===== src/rtl/bool_eval_if.sv =====
// Handshake and result bundle between the board-side controller and the boolean self-test sequencer.
interface bool_eval_if;
    logic       start;
    logic       abort;
    logic       e_i;
    logic       a_o;
    logic       b_o;
    logic       c_o;
    logic       busy;
    logic       done;
    logic       pass;
    logic [7:0] captured;
    logic [7:0] fail_mask;

    modport slave (
        input  start, abort, e_i,
        output a_o, b_o, c_o, busy, done, pass, captured, fail_mask
    );

    modport master (
        output start, abort, e_i,
        input  a_o, b_o, c_o, busy, done, pass, captured, fail_mask
    );
endinterface


===== src/rtl/bool_eval_sequencer.sv =====
// Walks {a,b,c} through all eight vectors, samples the boolean stage after a settle delay,
// and compares the captured truth table against the expected one.
//
// state  | meaning
// IDLE   | waiting for start; vector outputs parked at 000
// SETTLE | driving vector idx, counting down cnt, sampling e_i at terminal count
// DONE   | one-cycle done pulse; pass/fail_mask hold the verdict
module bool_eval_sequencer #(
    parameter int         SETTLE_CYCLES = 2,
    parameter logic [7:0] EXP_TABLE     = 8'h57
) (
    input  logic         clk,
    input  logic         rst_n,
    bool_eval_if.slave   bus
);

    localparam int            CW       = $clog2(SETTLE_CYCLES) + 1;
    localparam logic [CW-1:0] CNT_LOAD = CW'(SETTLE_CYCLES - 1);
    localparam logic [CW-1:0] CNT_ONE  = CW'(1);

    typedef enum logic [1:0] {
        IDLE   = 2'b00,
        SETTLE = 2'b01,
        DONE   = 2'b10
    } state_t;

    state_t        state, state_nxt;
    logic [2:0]    idx, idx_nxt;
    logic [CW-1:0] cnt, cnt_nxt;
    logic [7:0]    captured, captured_nxt;
    logic [7:0]    fail_mask, fail_mask_nxt;
    logic          pass, pass_nxt;
    logic [7:0]    cap_sample;

    always_ff @(posedge clk or negedge rst_n) begin
        if (!rst_n) begin
            state     <= IDLE;
            idx       <= 3'd0;
            cnt       <= '0;
            captured  <= 8'h00;
            fail_mask <= 8'h00;
            pass      <= 1'b0;
        end else begin
            state     <= state_nxt;
            idx       <= idx_nxt;
            cnt       <= cnt_nxt;
            captured  <= captured_nxt;
            fail_mask <= fail_mask_nxt;
            pass      <= pass_nxt;
        end
    end

    always_comb begin
        state_nxt     = state;
        idx_nxt       = idx;
        cnt_nxt       = cnt;
        captured_nxt  = captured;
        fail_mask_nxt = fail_mask;
        pass_nxt      = pass;
        // Table including the bit sampled on this edge, so the verdict sees all eight vectors.
        cap_sample      = captured;
        cap_sample[idx] = bus.e_i;

        case (state)
            IDLE: begin
                if (bus.start && !bus.abort) begin
                    state_nxt     = SETTLE;
                    idx_nxt       = 3'd0;
                    cnt_nxt       = CNT_LOAD;
                    captured_nxt  = 8'h00;
                    fail_mask_nxt = 8'h00;
                    pass_nxt      = 1'b0;
                end
            end
            SETTLE: begin
                if (bus.abort) begin
                    state_nxt     = IDLE;
                    idx_nxt       = 3'd0;
                    cnt_nxt       = '0;
                    captured_nxt  = 8'h00;
                    fail_mask_nxt = 8'h00;
                    pass_nxt      = 1'b0;
                end else if (cnt != '0) begin
                    cnt_nxt = cnt - CNT_ONE;
                end else begin
                    captured_nxt = cap_sample;
                    if (idx == 3'd7) begin
                        state_nxt     = DONE;
                        fail_mask_nxt = cap_sample ^ EXP_TABLE;
                        pass_nxt      = (cap_sample == EXP_TABLE);
                    end else begin
                        idx_nxt = idx + 3'd1;
                        cnt_nxt = CNT_LOAD;
                    end
                end
            end
            DONE: begin
                state_nxt = IDLE;
                idx_nxt   = 3'd0;
                cnt_nxt   = '0;
                if (bus.abort) begin
                    captured_nxt  = 8'h00;
                    fail_mask_nxt = 8'h00;
                    pass_nxt      = 1'b0;
                end
            end
            default: begin
                state_nxt = IDLE;
                idx_nxt   = 3'd0;
                cnt_nxt   = '0;
            end
        endcase
    end

    assign {bus.a_o, bus.b_o, bus.c_o} = (state == SETTLE) ? idx : 3'b000;
    assign bus.busy      = (state == SETTLE);
    assign bus.done      = (state == DONE);
    assign bus.pass      = pass;
    assign bus.captured  = captured;
    assign bus.fail_mask = fail_mask;

endmodule

===== src/flat_wrapper.sv =====
// flat-port wrapper written by rule: the top's interface ports become plain ports
module bool_eval_sequencer_flat 
#(
    parameter int         SETTLE_CYCLES = 2,
    parameter logic [7:0] EXP_TABLE     = 8'h57
)
  (clk, rst_n, bus_start, bus_abort, bus_e_i, bus_a_o, bus_b_o, bus_c_o, bus_busy, bus_done, bus_pass, bus_captured, bus_fail_mask);
  bool_eval_if bus_i ();
  input  logic clk;
  input  logic rst_n;
  input wire logic [$bits(bus_i.start)-1:0] bus_start;
  input wire logic [$bits(bus_i.abort)-1:0] bus_abort;
  input wire logic [$bits(bus_i.e_i)-1:0] bus_e_i;
  output wire logic [$bits(bus_i.a_o)-1:0] bus_a_o;
  output wire logic [$bits(bus_i.b_o)-1:0] bus_b_o;
  output wire logic [$bits(bus_i.c_o)-1:0] bus_c_o;
  output wire logic [$bits(bus_i.busy)-1:0] bus_busy;
  output wire logic [$bits(bus_i.done)-1:0] bus_done;
  output wire logic [$bits(bus_i.pass)-1:0] bus_pass;
  output wire logic [$bits(bus_i.captured)-1:0] bus_captured;
  output wire logic [$bits(bus_i.fail_mask)-1:0] bus_fail_mask;
  assign bus_i.start = bus_start;
  assign bus_i.abort = bus_abort;
  assign bus_i.e_i = bus_e_i;
  assign bus_a_o = bus_i.a_o;
  assign bus_b_o = bus_i.b_o;
  assign bus_c_o = bus_i.c_o;
  assign bus_busy = bus_i.busy;
  assign bus_done = bus_i.done;
  assign bus_pass = bus_i.pass;
  assign bus_captured = bus_i.captured;
  assign bus_fail_mask = bus_i.fail_mask;
  bool_eval_sequencer #(.SETTLE_CYCLES(SETTLE_CYCLES), .EXP_TABLE(EXP_TABLE)) u_core (.clk(clk), .rst_n(rst_n), .bus(bus_i));
endmodule

===== config.mk =====
export PLATFORM = sky130hd
export DESIGN_NAME = bool_eval_sequencer_flat
export DESIGN_NICKNAME = d
export VERILOG_FILES = /design/src/rtl/bool_eval_if.sv /design/src/rtl/bool_eval_sequencer.sv /design/src/flat_wrapper.sv
export SDC_FILE = /design/constraint.sdc
export NUM_CORES = 1
export LEC_CHECK = 0
export CORE_MARGIN = 2
export CORE_UTILIZATION = 61
export CTS_BUF_LIST = sky130_fd_sc_hd__clkbuf_4 sky130_fd_sc_hd__clkbuf_8 sky130_fd_sc_hd__clkbuf_16
export CTS_CLUSTER_SIZE = 14
export DETAILED_ROUTE_END_ITERATION = 8
export DONT_BUFFER_PORTS = 1
export HOLD_SLACK_MARGIN = 0.12
export PLACE_DENSITY = 0.73
export SKIP_CTS_REPAIR_TIMING = 1
export SYNTH_ARGS = -nofsm -noshare
export SYNTH_HDL_FRONTEND = slang
export SYNTH_SLANG_ARGS = --single-unit

===== constraint.sdc =====
create_clock -name clk -period 2.3 [get_ports clk]
set_clock_uncertainty 0.15 [all_clocks]
set_input_delay 0.46 -clock clk [delete_from_list [all_inputs] [get_ports clk]]
set_output_delay 0.46 -clock clk [all_outputs]
set_load 0.01 [all_outputs]

* Word level (Yosys, flattened, before mapping)
Index checks and enable logic that the tools add are counted.
** Word-level totals
- Bits of input ports :: 5
- Flip-flop bits (word level) :: 24
** Operators by class
- Reduce and logical (&&, ||, !) cells :: 11
- Add/subtract/negate cells :: 2
- Bitwise operators :: 1
- Muxes and demuxes :: 33
- Equal/unequal tests :: 10
- Order comparisons :: 2
** Operators by type and width (number)
- $mux 8 :: 7
- $pmux 8 s3 :: 2
- $mux 3 :: 5
- $mux 2 :: 7
- $bwmux 8 :: 1
- $eq 8x7->1 const B :: 1
- $pmux 2 s2 :: 2
- $mux 1 :: 6
- $ne 3x3->1 const B :: 2
- $pmux 3 s2 :: 1
- $reduce_and 3->1 :: 2
- $not 5->5 :: 1
- $reduce_and 5->1 :: 1
- $lt 3x4->1 const B :: 1
- $ne 4x3->1 const B :: 1
- $reduce_and 4->1 :: 1
- $add 3x1->3 const B :: 1
- $demux 1 s3 :: 1
- $eq 3x3->1 const B :: 1
- $ge 3x1->1 const B :: 1
- $ne 3x2->1 const B :: 1
- $pmux 1 s3 :: 1
- $reduce_bool 3->1 :: 1
- $eq 2x1->1 const B :: 1
- 9 further kinds :: 10

* Longest topological paths before layout
Gate-level depths: netlist (run 1).
- Depth after elaboration :: 10
- Mapped depth :: 8

* Least setup slack after synthesis (run 1)
No wires, ideal clock.
- Path type :: flip-flop to flip-flop
- Start :: register u_core.idx[0]
- End :: register u_core.fail_mask[3], in the netlist u_core.bus.fail_mask[3]
- Setup time :: 0.127 ns
- Slack :: 0.339 ns
- Stages on the path, launching flop included :: 8
- Arrival :: 1.683 ns
- Period minus slack after synthesis :: 1.961 ns
- Required time :: 2.023 ns
- Cell sequence :: dfrtp_1 -> ha_1 -> ha_1 -> nor3b_1 -> o21ai_0 -> and3_4 -> buf_6 -> mux2_1
** Between the ends
- Word-level cells in the longest chain between the ends :: 9
- Elaborated cells between the ends (all ways) :: 13
- Classes of those cells :: order compare: 2; eq/ne: 2; mux: 7; reduce/logical: 2
** RTL lines
- start, declared :: RTL line bool_eval_sequencer.sv:28 : logic [2:0] idx, idx_nxt;
- start signal, assigned :: RTL line bool_eval_sequencer.sv:45 : idx <= idx_nxt;
- $lt 3x4->1 (not written as such) / $ge 3x1->1 (equally long branches) :: RTL line bool_eval_sequencer.sv:62 : cap_sample[idx] = bus.e_i;
- $logic_and 1x1->1 (not written as such) :: RTL line bool_eval_sequencer.sv:62
- $mux 1 (not written as such) :: RTL line bool_eval_sequencer.sv:62
- $demux 1 s3
- $bwmux 8 :: RTL line bool_eval_sequencer.sv:62
- $mux 8 :: RTL line bool_eval_sequencer.sv:87 : if (idx == 3'd7) begin
- $mux 8 :: RTL line bool_eval_sequencer.sv:83 : end else if (cnt != '0) begin
- $mux 8 :: RTL line bool_eval_sequencer.sv:76 : if (bus.abort) begin
- $pmux 8 s3 :: RTL line bool_eval_sequencer.sv:64 : case (state)
- end signal, assigned :: RTL line bool_eval_sequencer.sv:48 : fail_mask <= fail_mask_nxt;
- end, declared :: RTL line bool_eval_sequencer.sv:31 : logic [7:0] fail_mask, fail_mask_nxt;
Several ways; a longest one is shown, not always the timed one. The select of a mux whose other input is x is not followed.
A chain may end at the register's enable or synchronous reset.

* Final worst setup path (run 1)
Same ends and word-level chain as after synthesis.

==> key figures, run 1 <==
Run status
  – Status: completed

CTS
  – CTS clk-pin slew, worst paths: approximately 0.12 ns
  – Worst-skew pair later-pin latency: 0.31 ns
  – CTS tree: done
  – Clock buffer depth: 2
  – Root Driver: clkbuf_4
  – Total clock sinks: 24
  – Total CTS buffers: 3
  – H-tree depth: 1

Finish
  – Register Area: 601 µm²
  – Layout Utilization: 70.3%
  – Final #Nets: between 100 and 150
  – Area of the multi-input gates: 688 µm²
  – Ant diodes: 0
  – Fin area: 0.00141 mm²
  – Area delta synth->final: 5.73%
  – Commonest non-fill, non-tap cell in the layout: dfrtp_1
  – Share of cells above drive strength 1: 14.7%
  – Most frequent cells in the layout: dfrtp_1 (24), mux2i_1 (9), nor2_1 (9), a22o_1 (9)
  – Fill count: about 150
  – Final Non-Filler Cells: between 150 and 200

Critical path
  – Worst EP arrival: 2.12 ns
  – CP most frequent cell: ha_1
  – Slowest CP cell: dfrtp_1
  – Crit path capture type: flop
  – Critical path class: reg2reg
  – CP Cell Sequence: ha_1 > ha_1 > nor3b_2 > o21ai_0 > and3_4 > mux2_1
  – Critical path startpoint category: flop
  – CP Data Required Time: 2.36 ns
  – Crit Path Max Fanout: 10
  – Slowest Stage Delay on Critical Path: approximately 0.4 ns

Die
  – Die area: between 0.002 and 0.003 mm²
  – Core Region: 0.00200 mm²
  – Die outline width: 50.7 µm
  – Initial Util: 66.5%
  – # IOs: 27
  – Rows: 16
  – Chip height: approximately 50 µm

Drt
  – Drc violations: 0
  – WL/cell: ~17 µm
  – Antenna viol nets, final: 0
  – Post-Route WL: ~2600 µm
  – First DRT Iteration DRCs: 15
  – Via count: 959
  – Total iterations of the first detailed-routing run: 4
  – Vias per inst: 6.15

Placed design
  – Placed cell areas: 0.00134 mm²
  – Global placement routability congestion: 0.887
  – DP Wirelength: ~1900 µm
  – Port-buffer cells: 0
  – Placed Cells incl. Taps: 150

Pwr
  – Leak: 0.000674 µW
  – VDD IR max: ~0.48 mV
  – Pwr Density: ~510 mW/mm²

GRT
  – Number of global-route vias before repair: between 800 and 900
  – Largest net degree at the start of global routing: 25
  – Grt total ovfl: 0
  – GRT Overall Usage: 22.3%
  – Initial antenna violation count: 0
  – First-pass GRT wire length: 4260 µm

Synth
  – Synth warn: 0
  – Synth unique cells: 35
  – Top FF cell, synth: dfrtp_1
  – Async S/R FF share, synth: 100%
  – Synth Area in XOR/XNOR: 0%
  – Post-synth net total: 136
  – Synth Register Bits: 24
  – Synth Area per Inst: 10.3 µm²
  – Mux share of post-synthesis cell area: 13.5%
  – Number of flops mapped to enable cells by yosys: 0
  – Post-Synth Simple-Gate Area: a little over a fifth
  – Seq/Total Area, Yosys: 45.1%
  – Post-Syn Area: 0.00133 mm²
  – Post-Syn Instances: approximately 130
  – Adder-Cell Fraction of Synth Area: 1.88%
  – Largest family of logic cells by synthesized area: simple AND/OR/NAND/NOR gates
  – Compound-Gate Fraction of Synth Area: between 10% and 20%

STA
  – Final hold vios: 0
  – Max Freq: 484 MHz
  – Final setup fails: 0
  – RSZ-0062 raised after global routing: false
  – Slew @ Worst Pin: between 0.4 and 0.5 ns
  – Period minus WS final: around 2.1 ns
  – Fin crit share: 89.7%
  – Hold Slack: 0.169 ns
  – Fin. max-slew vios: 0
  – Slew Limit Headroom: 69.2%
  – Total Neg Setup Slack: 0 ns

Job
  – Max cap viols: 0

Worst hold path
  – Hold WC Path Type: in2reg
[synthesized netlist by cell type, types with 4 or more instances]
library cell	n	area, µm²
nor2_1	9	33.8
nor3_1	6	30.0
dfrtp_1	24	601
nand2_1	8	30.0
mux2_2	7	78.8
a22o_1	9	78.8
a21oi_1	4	20.0
nand2b_1	4	25.0
o21ai_0	8	40.0
mux2i_1	9	90.1
clkbuf_1	5	18.8
[state kept, by name (all words and copies together), names as in the netlist]
register,cells
u_core.bus.captured,8
u_core.idx,3
u_core.bus.pass,1
u_core.state,2
u_core.bus.fail_mask,8
u_core.cnt,2
[where the power goes]
part | leakage (µW) | switching (µW) | internal (µW) | total (µW)
clock | 0.0000138 | 118 | 61.2 | 179
combinational | 0.000329 | 59.2 | 43.7 | 103
sequential | 0.000331 | 11.9 | 430 | 442
[layout make-up]
type                       count  share of cell area (%)
clock buffer                   3                    1.60
inverter                       2                   0.533
multi-input combinational     95                    48.9
sequential                    24                    42.7
tap                           27                    2.40
timing repair buffer           5                    3.91
[worst max-delay path, delay by kind of cell (launching register included)]
family,cells,cell delay [ns]
AND/OR/NAND/NOR,2,0.47
adder cells (fa/ha/maj),2,0.43
flip-flops,1,0.40
multiplexers,1,0.33
AO/OA/AOI/OAI,1,0.19
[final timing paths]
check	from	end	slack, ns	depth (start not counted)
setup / recovery	u_core.idx[0]	u_core.bus.fail_mask[3]	0.24	6
hold / removal	bus_start	u_core.state[0]	0.17	2
setup reg to reg	u_core.idx[0]	u_core.bus.fail_mask[3]	0.24	6
hold reg to reg	u_core.cnt[1]	u_core.cnt[1]	0.43	1
max in group asynchronous	rst_n	u_core.bus.captured[7]	1.44	2
min in group asynchronous	rst_n	u_core.state[0]	0.42	2
[layer usage]
layer / share of wire, % / track usage, % / wire [µm]
met1: 47 / 32.8 / 1250
met2: 46 / 33.1 / 1210
met3: 5.6 / 4.17 / 149
met4: 0.95 / 7.21 / 25
met5: 0 / 0 / 0
[cells by family (layout without fill, tap and decap cells)]
group                    Yosys count  in the layout
AND/OR/NAND/NOR                   47             47
AO/OA/AOI/OAI                     29             29
flip-flops                        24             24
multiplexers                      17             17
buffers and inverters             10             10
adder cells (fa/ha/maj)            2              2
[metrics by stage]
stage / power, µW / worst slack, ns
finish: 724 / 0.236
global route: 757 / 0.123
CTS: 717 / 0.169
detailed placement: 537 / 0.197
global placement: 535 / 0.346
floorplan: 524 / 0.339
Note: power is estimated with default switching activity, not from simulation.
==> inputs of run 2 (changes only) <==
GPL_ROUTABILITY_DRIVEN = 0   (was unset)
==> results of run 2 <==
Final layout, timing and power as in run 1 (identical DEF).
